File: config.mk
export PLATFORM = sky130hd
export DESIGN_NAME = jk_bank_sequencer
export DESIGN_NICKNAME = d
export VERILOG_FILES = /design/src/rtl/jk_bank_sequencer.sv
export SDC_FILE = /design/constraint.sdc
export NUM_CORES = 1
export LEC_CHECK = 0
export ABC_CLOCK_PERIOD_IN_PS = 1900
export CORE_UTILIZATION = 44
export DETAILED_ROUTE_END_ITERATION = 7
export PLACE_DENSITY = 0.77
export SETUP_SLACK_MARGIN = 0.02
export SYNTH_ARGS = -nofsm -noshare
export SYNTH_HDL_FRONTEND = slang
export SYNTH_SLANG_ARGS = --single-unit
File: constraint.sdc
create_clock -name clk -period 1.9 [get_ports clk]
set_clock_uncertainty 0.2 [all_clocks]
set_input_delay 0.475 -clock clk [delete_from_list [all_inputs] [get_ports clk]]
set_output_delay 0.475 -clock clk [all_outputs]
set_load 0.02 [all_outputs]
File: src/rtl/jk_bank_sequencer.sv
// Round-robin sequencer that time-shares one bank of JK flip-flops between
// several requesters, drives one command per slot and verifies the bank's response.
module jk_bank_sequencer #(
  parameter int NREQ  = 2,
  parameter int WIDTH = 4
) (
  input  logic                    clk,
  input  logic                    rst,
  input  logic [NREQ-1:0]         req_valid,
  input  logic [2*NREQ-1:0]       req_cmd,
  input  logic [WIDTH*NREQ-1:0]   req_mask,
  output logic [NREQ-1:0]         req_ready,
  output logic [WIDTH-1:0]        j_out,
  output logic [WIDTH-1:0]        k_out,
  input  logic [WIDTH-1:0]        q_in,
  output logic [2:0]              grant_id,
  output logic                    done,
  output logic                    err
);

  localparam logic [1:0] IDLE     = 2'd0;
  localparam logic [1:0] DRIVE    = 2'd1;
  localparam logic [1:0] SAMPLE   = 2'd2;
  localparam logic [2:0] LAST_RST = 3'(NREQ - 1);

  logic [1:0]       state_q, state_d;
  logic [2:0]       last_q, last_d;
  logic [2:0]       grant_q, grant_d;
  logic [1:0]       c_q, c_d;
  logic [WIDTH-1:0] m_q, m_d;
  logic [WIDTH-1:0] q0_q, q0_d;
  logic [NREQ-1:0]  ready_q, ready_d;
  logic [WIDTH-1:0] j_q, j_d;
  logic [WIDTH-1:0] k_q, k_d;
  logic             done_q, done_d;
  logic             err_q, err_d;

  logic             found;
  logic [2:0]       win;
  logic [NREQ-1:0]  win_onehot;
  logic [1:0]       c_sel;
  logic [WIDTH-1:0] m_sel;
  logic [WIDTH-1:0] f_val;
  logic [WIDTH-1:0] exp_q;

  // Search last+1, last+2, ... (mod NREQ); the first valid requester wins.
  always_comb begin
    found = 1'b0;
    win   = '0;
    for (int off = 1; off <= NREQ; off++) begin
      for (int i = 0; i < NREQ; i++) begin
        if (!found && req_valid[i] &&
            ((int'(last_q) + off == i) || (int'(last_q) + off == i + NREQ))) begin
          found = 1'b1;
          win   = 3'(i);
        end
      end
    end
  end

  always_comb begin
    win_onehot = '0;
    c_sel      = '0;
    m_sel      = '0;
    for (int i = 0; i < NREQ; i++) begin
      if (win == 3'(i)) begin
        win_onehot[i] = found;
        c_sel         = req_cmd[2*i +: 2];
        m_sel         = req_mask[WIDTH*i +: WIDTH];
      end
    end
  end

  // Expected bank contents: masked bits follow the command, the rest keep q0.
  always_comb begin
    case (c_q)
      2'b00:   f_val = q0_q;
      2'b01:   f_val = '0;
      2'b10:   f_val = '1;
      default: f_val = ~q0_q;
    endcase
    exp_q = (q0_q & ~m_q) | (m_q & f_val);
  end

  always_comb begin
    state_d = state_q;
    last_d  = last_q;
    grant_d = grant_q;
    c_d     = c_q;
    m_d     = m_q;
    q0_d    = q0_q;
    ready_d = '0;
    j_d     = '0;
    k_d     = '0;
    done_d  = 1'b0;
    err_d   = 1'b0;
    case (state_q)
      IDLE: begin
        if (found) begin
          c_d     = c_sel;
          m_d     = m_sel;
          q0_d    = q_in;
          grant_d = win;
          last_d  = win;
          ready_d = win_onehot;
          j_d     = m_sel & {WIDTH{c_sel[1]}};
          k_d     = m_sel & {WIDTH{c_sel[0]}};
          state_d = DRIVE;
        end
      end
      DRIVE: begin
        state_d = SAMPLE;
      end
      SAMPLE: begin
        done_d  = 1'b1;
        err_d   = (q_in != exp_q);
        state_d = IDLE;
      end
      default: begin
        state_d = IDLE;
      end
    endcase
  end

  always_ff @(posedge clk) begin
    if (rst) begin
      state_q <= IDLE;
      last_q  <= LAST_RST;
      grant_q <= '0;
      c_q     <= '0;
      m_q     <= '0;
      q0_q    <= '0;
      ready_q <= '0;
      j_q     <= '0;
      k_q     <= '0;
      done_q  <= 1'b0;
      err_q   <= 1'b0;
    end else begin
      state_q <= state_d;
      last_q  <= last_d;
      grant_q <= grant_d;
      c_q     <= c_d;
      m_q     <= m_d;
      q0_q    <= q0_d;
      ready_q <= ready_d;
      j_q     <= j_d;
      k_q     <= k_d;
      done_q  <= done_d;
      err_q   <= err_d;
    end
  end

  assign req_ready = ready_q;
  assign j_out     = j_q;
  assign k_out     = k_q;
  assign grant_id  = grant_q;
  assign done      = done_q;
  assign err       = err_q;

endmodule

==> impl_results.md, run 1 <==
* Run status: complete, no violations
* Initial DRC count at 9
* Post-CTS Hold Buffers at 0
* Via density at 5.458
* Seq/Total Area, Yosys at 48.60%
* Setup crit end kind: register
* Clock tree buffer depth at 2
* H-tree levels at 1
* Final Hold Fails at 0
* Sw Share at 27.18%
* Post-route core utilization at 64.21%
* EDFF count, synth at 0
* Power share of the clock group at 24.7%
* CP max FO at 14
* Mapped Cells at 102
* Synth area leader: dfxtp_1
* Mapped Avg Cell Area at 10.50 µm²
* Setup WS pre-CTS at -205.9 ps
* Int Power at 813.3 µW
* Postcts setup bufs at 0
* Die Height at 51.34 µm
* Via count of the first global-routing pass at 817
* Combinational share of power at 20.7%
* Final Wtd Congestion at 0.7569
* Async SR Flop Fraction at 0%
* Achievable clock frequency at 0.5629 GHz
* Total grt overflow at 0
* Post-CTS resize count at 13
* First-pass GRT wire length at 3.774 mm
* Synth warn at 0
* Worst Path Class, Setup: input pin to register
* Critical Path RT at 1960 ps
* GRT Util Overall at 19.23%
* Final WL at 2.278 mm
* Worst min path class: register to register
* Core ar. at 2255 µm²
* Number of inserted diodes at 0
* Area delta synth->final at 35.16%
* Drt pass-1 iters at 4
* Syn Std Cell Area at 1071 µm²
* Fin. max-slew vios at 0
* Sequential share of power at 54.6%
* Fin crit period at 1777 ps
* Synth cell types at 27
* Final count of negative-setup-slack endpoints at 0
* Main synth FF type: dfxtp_1
* WP data arrival at 1830 ps
* Reg2Reg Setup Slack at 360 ps
* RSZ-0062 raised after global routing: false
* I/O pin count at 35
* I/O Buffers at 32
* Via Count at 906
* Top cells by area, synth: dfxtp_1 49%, nand3_1 7.5%, a21oi_2 6.5%, mux2i_1 5.6%, a22o_1 3.3%
* Yosys top cell area share at 48.60%
* Layout Nets at 159
* Num CTS Buffers at 3
* WL per Instance at 13.72 µm
* Worst setup SP type: input pin
* Clock Latency Late Sink at 320 ps
* DRC violations left at 0
* Initial core utilization at 47.50%
* Worst Slack Setup Final at 123.4 ps
* Detail Placement HPWL at 1.680 mm
* Leakage power at 0.0006306 µW
* Layout cell share with drive strength beyond 1 at 15.94%
* Tot Pwr at 1117 µW
* Die area at 2635 µm²
* Die Wd at 51.34 µm
* Fin crit share at 93.50%
* CTS root buffer: clkbuf_4
* TritonCTS sink count at 26
* Antenna violations before repair at 0
* Dominant cell by count in the synthesized netlist: dfxtp_1
* TritonCTS clock tree: built
* Largest net degree at the start of global routing at 16
* Seq cells post-synth at 26
* Reg clk slew, reported paths at 130 ps
* Pwr dens at 771.6 nW/µm²
* Max cap viols at 0
* DRT antenna net count at 0
* Row count at 17
* Worst vdd ir at 504.8 µV
* Synth top cells by count: 26 x dfxtp_1, 16 x nand3_1, 8 x a21oi_2, 6 x mux2i_1, 5 x a21oi_1
* Psw at 303.6 µW
placed cells by master (no fill, tap or decap):
master           count
dfxtp_1             26
a22o_1               4
inv_1                1
inv_2                1
o2bb2ai_2            2
o21bai_1             1
clkbuf_4             3
dlygate4sd2_1       13
and2_1               1
nand2_1              2
a21o_1               1
buf_4                5
o41a_1               1
nor2_1               3
xor2_1               4
a21oi_2              8
conb_1               2
a31oi_1              4
buf_12               1
clkdlybuf4s50_1     19
nand3_1             16
a21oi_1              5
or3_1                1
clkbuf_8             1
nor2_4               1
nor3b_1              2
o2bb2ai_1            4
mux2i_1              6
per-stage QoR:
stage | setup TNS (ps) | area, µm² | std cells | hold WS, ps
2_1_floorplan | 0 | 1075 | 103 | 203.1
3_5_place_dp | -2937 | 1428 | 162 | 223.1
3_3_place_gp | -1791 | 1428 | 162 | 223.2
4_1_cts | 0 | 1448 | 166 | 241.6
6_report | 0 | 1448 | 166 | 238.9
5_1_grt | 0 | 1448 | 166 | 258.9
flip-flops by register name, indices dropped and copies added, names as in the netlist:
signal / flops
c_q: 2
k_out: 4
err: 1
grant_id: 1
state_q: 2
req_ready: 2
last_q: 1
done: 1
m_q: 4
q0_q: 4
j_out: 4
worst max-delay path, cell delays in order:
cell and delay (ps):
clkdlybuf4s50_1 480, o21bai_1 90, or3_1 390, buf_4 240, o2bb2ai_1 160
routing by layer:
layer  GRT usage (%)  share of wire, %  vias to the layer above  wire length (µm)
met5               0                 0                        -                 0
li1                -                 -                      441                 -
met4           5.405              0.75                        0                17
met2           34.87                49                       42              1108
met3           3.274               6.7                        2               153
met1           23.08                44                      421               998
worst paths after layout:
check / from / endpoint / cells past startpoint
setup / recovery: req_valid[1] / m_q[3] / 5
hold / removal: state_q[1] / state_q[1] / 1
setup reg to reg: state_q[1] / m_q[3] / 4
hold reg to reg: state_q[1] / state_q[1] / 1
layout make-up:
class / instances / area [µm²]
Fill cell: 200 / 807.0
Sequential cell: 26 / 520.5
Multi-Input combinational cell: 68 / 486.7
Timing Repair Buffer: 38 / 361.6
Clock buffer: 4 / 36.28
Tap cell: 28 / 35.03
Inverter: 2 / 7.507
power by group through the flow:
stage	registers (µW)	logic (µW)	clock network, µW
finish	610	231	276
global route	617	251	306
CTS	610	230	280
detailed placement	622	238	0
global placement	621	231	0
floorplan	633	125	0
cells by family (layout without fill, tap and decap cells):
kind of cell           after synthesis  in the layout  synth area share [%]
AND/OR/NAND/NOR                     26             26                 12.85
AO/OA/AOI/OAI                       30             30                 23.01
flip-flops                          26             26                 48.60
other                                1              2                0.3501
buffers and inverters                9             44                 6.307
XOR/XNOR                             4              4                 3.271
multiplexers                         6              6                 5.608
Power figures use the tool's default switching activity.
==> run 2, diff against run 1 <==
--- a/config.mk
+++ b/config.mk
@@ -8,7 +8,7 @@
 export ABC_CLOCK_PERIOD_IN_PS = 1900
 export CORE_UTILIZATION = 44
 export DETAILED_ROUTE_END_ITERATION = 7
-export PLACE_DENSITY = 0.77
+export PLACE_DENSITY_LB_ADDON = 0.08
 export SETUP_SLACK_MARGIN = 0.02
 export SYNTH_ARGS = -nofsm -noshare
 export SYNTH_HDL_FRONTEND = slang
==> run 2 against run 1 <==
Net effect: critical path depth grew 1; via count shrank 4.5%; power shrank 4.7%; register-to-register slack gained 20 ps; highest routed layer unchanged; non-clock buffer count grew 2; design area is essentially flat; largest power group unchanged; wire length shrank 3.3%; utilization grew 0.056 points; sequential share of layout area is essentially flat.
==> impl_results.md, run 2 (synthesis gave the netlist of run 1 again) <==
* Run status: complete, no violations
* Leakage power at 0.0006328 µW
* Hold depth at 1
* First-pass GRT wire length at 3.726 mm
* Most frequent cells in the layout: 26 x dfxtp_1, 19 x clkdlybuf4s50_1, 16 x nand3_1, 13 x dlygate4sd2_1, 8 x a21oi_2
* I/O pin count at 35
* Fin crit period at 1751 ps
* Layout Nets at 161
* Total grt overflow at 0
* Worst vdd ir at 489.3 µV
* GRT Util Overall at 19.18%
* Critical Path RT at 1970 ps
* Tot Pwr at 1065 µW
* Via density at 5.180
* Initial DRC count at 11
* Placed Cells at 164
* Final Wtd Congestion at 0.7109
* Die Height at 51.34 µm
* Worst min path class: register to register
* DRT antenna net count at 0
* Commonest non-fill, non-tap cell in the layout: dfxtp_1
* Layout cell share with drive strength beyond 1 at 16.55%
* Initial core utilization at 47.50%
* Antenna violations before repair at 0
* Via count of the first global-routing pass at 848
* Largest net degree at the start of global routing at 16
* Area delta synth->final at 35.28%
* I/O Buffers at 32
* Worst setup SP type: input pin
* Drt pass-1 iters at 4
* Reg2Reg Depth at 5
* WP data arrival at 1820 ps
* H-tree levels at 1
* R2r endpoint: grant_id[0]
* CP max FO at 5
* Row count at 17
* CTS root buffer: clkbuf_4
* Setup WS pre-CTS at -175.2 ps
* Clock Latency Late Sink at 310 ps
* DRC violations left at 0
* Postcts setup bufs at 0
* Fin. max-slew vios at 0
* Clock tree buffer depth at 2
* Worst Slack Setup Final at 149.4 ps
* Max cap viols at 0
* Setup crit end kind: register
* Number of inserted diodes at 0
* Hold EP: state_q[1]
* Via Count at 865
* TritonCTS clock tree: built
* Fin crit share at 92.14%
* Final WL at 2.202 mm
* Pwr dens at 734.9 nW/µm²
* Achievable clock frequency at 0.5712 GHz
* Detail Placement HPWL at 1.698 mm
* RSZ-0062 raised after global routing: false
* Hold path start: state_q[1]
* Final count of negative-setup-slack endpoints at 0
* Die area at 2635 µm²
* Die Wd at 51.34 µm
* TritonCTS sink count at 26
* Num CTS Buffers at 3
* Final Hold Fails at 0
* Reg clk slew, reported paths at 130 ps
* Worst Path Class, Setup: input pin to register
* Final non-filler cell total at 167
* Core ar. at 2255 µm²
* CP Launch Point: req_valid[1]
* WL per Instance at 13.19 µm
* Critical R2R Launch: state_q[1]
* Reg2Reg Setup Slack at 380 ps
==> run 2: cell count changes in the layout (fill, tap and decap cells not counted) <==
cell,before,now
buf_4,5,7
clkbuf_8,1,0
==> run 2: power by group <==
group / internal, µW / switching, µW / leakage [µW]
combinational: 115 / 117 / 0.000406
clock: 74.1 / 149 / 0.0000138
sequential: 584 / 25.4 / 0.000213
total: 773 / 291 / 0.000633
==> run 2: worst max path at each step <==
stage	end	slack (ps)	depth (start not counted)
2_1_floorplan	c_q[0]	300	5
3_3_place_gp	grant_id[0]	-130	6
3_5_place_dp	grant_id[0]	-180	6
4_1_cts	grant_id[0]	170	6
5_1_grt	grant_id[0]	100	6
6_report	grant_id[0]	150	6
==> run 2: metal layers <==
layer	part of all wire, %	global-route usage (%)	vias to the layer above
met2	49	33.11	24
li1	-	-	441
met3	5.2	4.167	2
met5	0	0	-
met1	45	22.75	398
met4	0.64	8.108	0
==> run 2: metrics by stage <==
step,cell area [µm²],hold WS (ps),TNS [ps],utilization [%]
2_1_floorplan,1075,203.1,0,-
3_3_place_gp,1443,224.4,-1630,63.98
3_5_place_dp,1443,235.4,-2258,63.98
4_1_cts,1449,251.6,0,64.26
5_1_grt,1449,273.9,0,64.26
6_report,1449,251.2,0,64.26
==> run 2: what timing repair did <==
action / 4_1_cts / 5_1_grt
hold buffers: 0 / 0
setup endpoints to repair: 13 / 0
resized for setup: 13 / 0
==> run 2: layout make-up <==
type	count	area, µm²
flip-flops and latches	26	520.5
inverters	2	7.507
fillers	204	805.8
well taps	28	35.03
clock buffers	3	22.52
multi-input cells	68	486.7
repair buffers	40	376.6
==> run 2: critical path, cell delays in order <==
cell             delay (ps)
clkdlybuf4s50_1         480
o21bai_1                 90
or3_1                   390
buf_4                   200
nor2_4                  100
a21o_1                   80
==> run 3, diff against run 2 <==
--- a/config.mk
+++ b/config.mk
@@ -5,7 +5,7 @@
 export SDC_FILE = /design/constraint.sdc
 export NUM_CORES = 1
 export LEC_CHECK = 0
-export ABC_CLOCK_PERIOD_IN_PS = 1900
+export ABC_CLOCK_PERIOD_IN_PS = 2000
 export CORE_UTILIZATION = 44
 export DETAILED_ROUTE_END_ITERATION = 7
 export PLACE_DENSITY_LB_ADDON = 0.08
==> constraint.sdc (replaced) <==
create_clock -name clk -period 2 [get_ports clk]
set_clock_uncertainty 0.2 [all_clocks]
set_input_delay 0.5 -clock clk [delete_from_list [all_inputs] [get_ports clk]]
set_output_delay 0.5 -clock clk [all_outputs]
set_load 0.02 [all_outputs]
==> run 3 against run 2 <==
Net effect: via count increased by 0.81%; design area up 1.3%; register-to-register slack gained 110 ps; sequential share of layout area decreased by 0.46 points; critical endpoint is now err.
==> impl_results.md, run 3 (synthesis gave the netlist of run 1 again) <==
* Run status: complete, no violations
* Initial DRC count at 18
* Most frequent cells in the layout: 28 x clkdlybuf4s50_1, 26 x dfxtp_1, 16 x nand3_1, 8 x a21oi_2
* Int Power at 740.6 µW
* Worst setup SP type: register
* CP Cell Sequence: clkdlybuf4s50_1
* Initial core utilization at 47.50%
* Antenna violations before repair at 0
* TritonCTS clock tree: built
* I/O Buffers at 32
* WL per Instance at 12.81 µm
* Final WL at 2.127 mm
* Final Wtd Congestion at 0.7112
* Clock tree buffer depth at 2
* Combinational share of power at 22.2%
* DRC violations left at 0
* Fin area at 1468 µm²
* Layout Nets at 160
* Max cap viols at 0
* Area occupied by multi-input gates at 486.7 µm²
* Detail Placement HPWL at 1.586 mm
* Area delta synth->final at 37.03%
* Power share of the clock group at 20.8%
* Sw Share at 27.07%
* I/O pin count at 35
* Slowest Stage Delay on Critical Path at 590 ps
* Psw at 274.8 µW
* WP data arrival at 1230 ps
* Pwr dens at 691.9 nW/µm²
* Achievable clock frequency at 0.5170 GHz
* DP Area at 1435 µm²
* Sequential share of power at 57.0%
* Die Wd at 51.34 µm
* Final count of negative-setup-slack endpoints at 0
* Via count of the first global-routing pass at 789
* Drt pass-1 iters at 4
* Setup crit end kind: output pin
* TritonCTS sink count at 26
* Largest net degree at the start of global routing at 16
* Leakage power at 0.0006414 µW
* Crit-path slowest cell: clkdlybuf4s50_1
* Commonest non-fill, non-tap cell in the layout: clkdlybuf4s50_1
* Clock Latency Late Sink at 300 ps
* Fin Setup TNS at 0 ps
* Worst Path Class, Setup: register to output pin
* Critical path buffers and inverters at 1
* RSZ-0062 raised after global routing: false
* Postcts setup bufs at 0
* Crit-path leading delay family: buffers and inverters
* Row count at 17
* First-pass GRT wire length at 3.456 mm
* Total grt overflow at 0
* CP max FO at 1
* Worst hold margin at 242.4 ps
* Core ar. at 2255 µm²
* Fin. max-slew vios at 0
* Worst min path class: register to register
* Reg clk slew, reported paths at 140 ps
* CTS root buffer: clkbuf_4
* Fin crit share at 96.71%
* Fin crit period at 1934 ps
* Fill cells at 201
* Final Hold Fails at 0
* Register Area at 520.5 µm²
* Die area at 2635 µm²
* Via Count at 872
* Placed Cells at 163
* Worst vdd ir at 439.3 µV
* Via density at 5.253
* Num CTS Buffers at 3
* DRT antenna net count at 0
* Number of inserted diodes at 0
* Critical Path RT at 1300 ps
* GRT Util Overall at 17.92%
* Final non-filler cell total at 166
* Die Height at 51.34 µm
* H-tree levels at 1
* Layout cell share with drive strength beyond 1 at 15.94%
==> run 3: cell count changes in the layout (fill, tap and decap cells not counted), sizes merged <==
cell / change
buf: -1
dlygate4sd2: -13
clkdlybuf4s50: +9
dlymetal6s2s: +4
==> run 3: layout make-up <==
type | instances | share of cell area [%]
Sequential cell | 26 | 35.46
Multi-Input combinational cell | 68 | 33.16
Timing Repair Buffer | 39 | 26.94
Tap cell | 28 | 2.387
Clock buffer | 3 | 1.535
Inverter | 2 | 0.5115
==> run 3: metrics by stage <==
stage / power [µW] / util [%] / setup slack [ps]
after floorplan: 719.8 / - / 379.3
after global placement: 814.3 / 63.65 / -56.57
after detailed placement: 816.7 / 63.65 / -93.39
after CTS: 1028 / 64.65 / 30.50
after global routing: 1069 / 65.09 / 23.15
final: 1015 / 65.09 / 65.84
==> run 3: repair_timing <==
action                                  4_1_cts  5_1_grt
endpoints found under the setup margin        0        4
endpoints found under the hold margin         0        0
hold buffers                                  0        0
resized for setup                             0        4
==> run 3: power groups by stage <==
stage / logic (µW) / clock network (µW) / registers (µW)
after floorplan: 118 / 0 / 601
after global placement: 224 / 0 / 590
after detailed placement: 227 / 0 / 590
after CTS: 228 / 221 / 579
after global routing: 245 / 241 / 584
final: 226 / 211 / 579
==> run 3: routing by layer <==
layer,vias to the layer above,global-route usage (%),part of all wire (%)
met5,-,0,0
met2,32,28.73,45
met3,4,3.571,7.3
met1,396,22.16,45
met4,0,10.36,2.0
li1,440,-,-
==> run 3: worst paths after layout <==
check,from,to,depth (start not counted),slack [ps]
hold reg to reg,state_q[1],state_q[1],1,240
setup reg to reg,c_q[1],err,4,490
hold / removal,state_q[1],state_q[1],1,240
setup / recovery,err,err,1,70
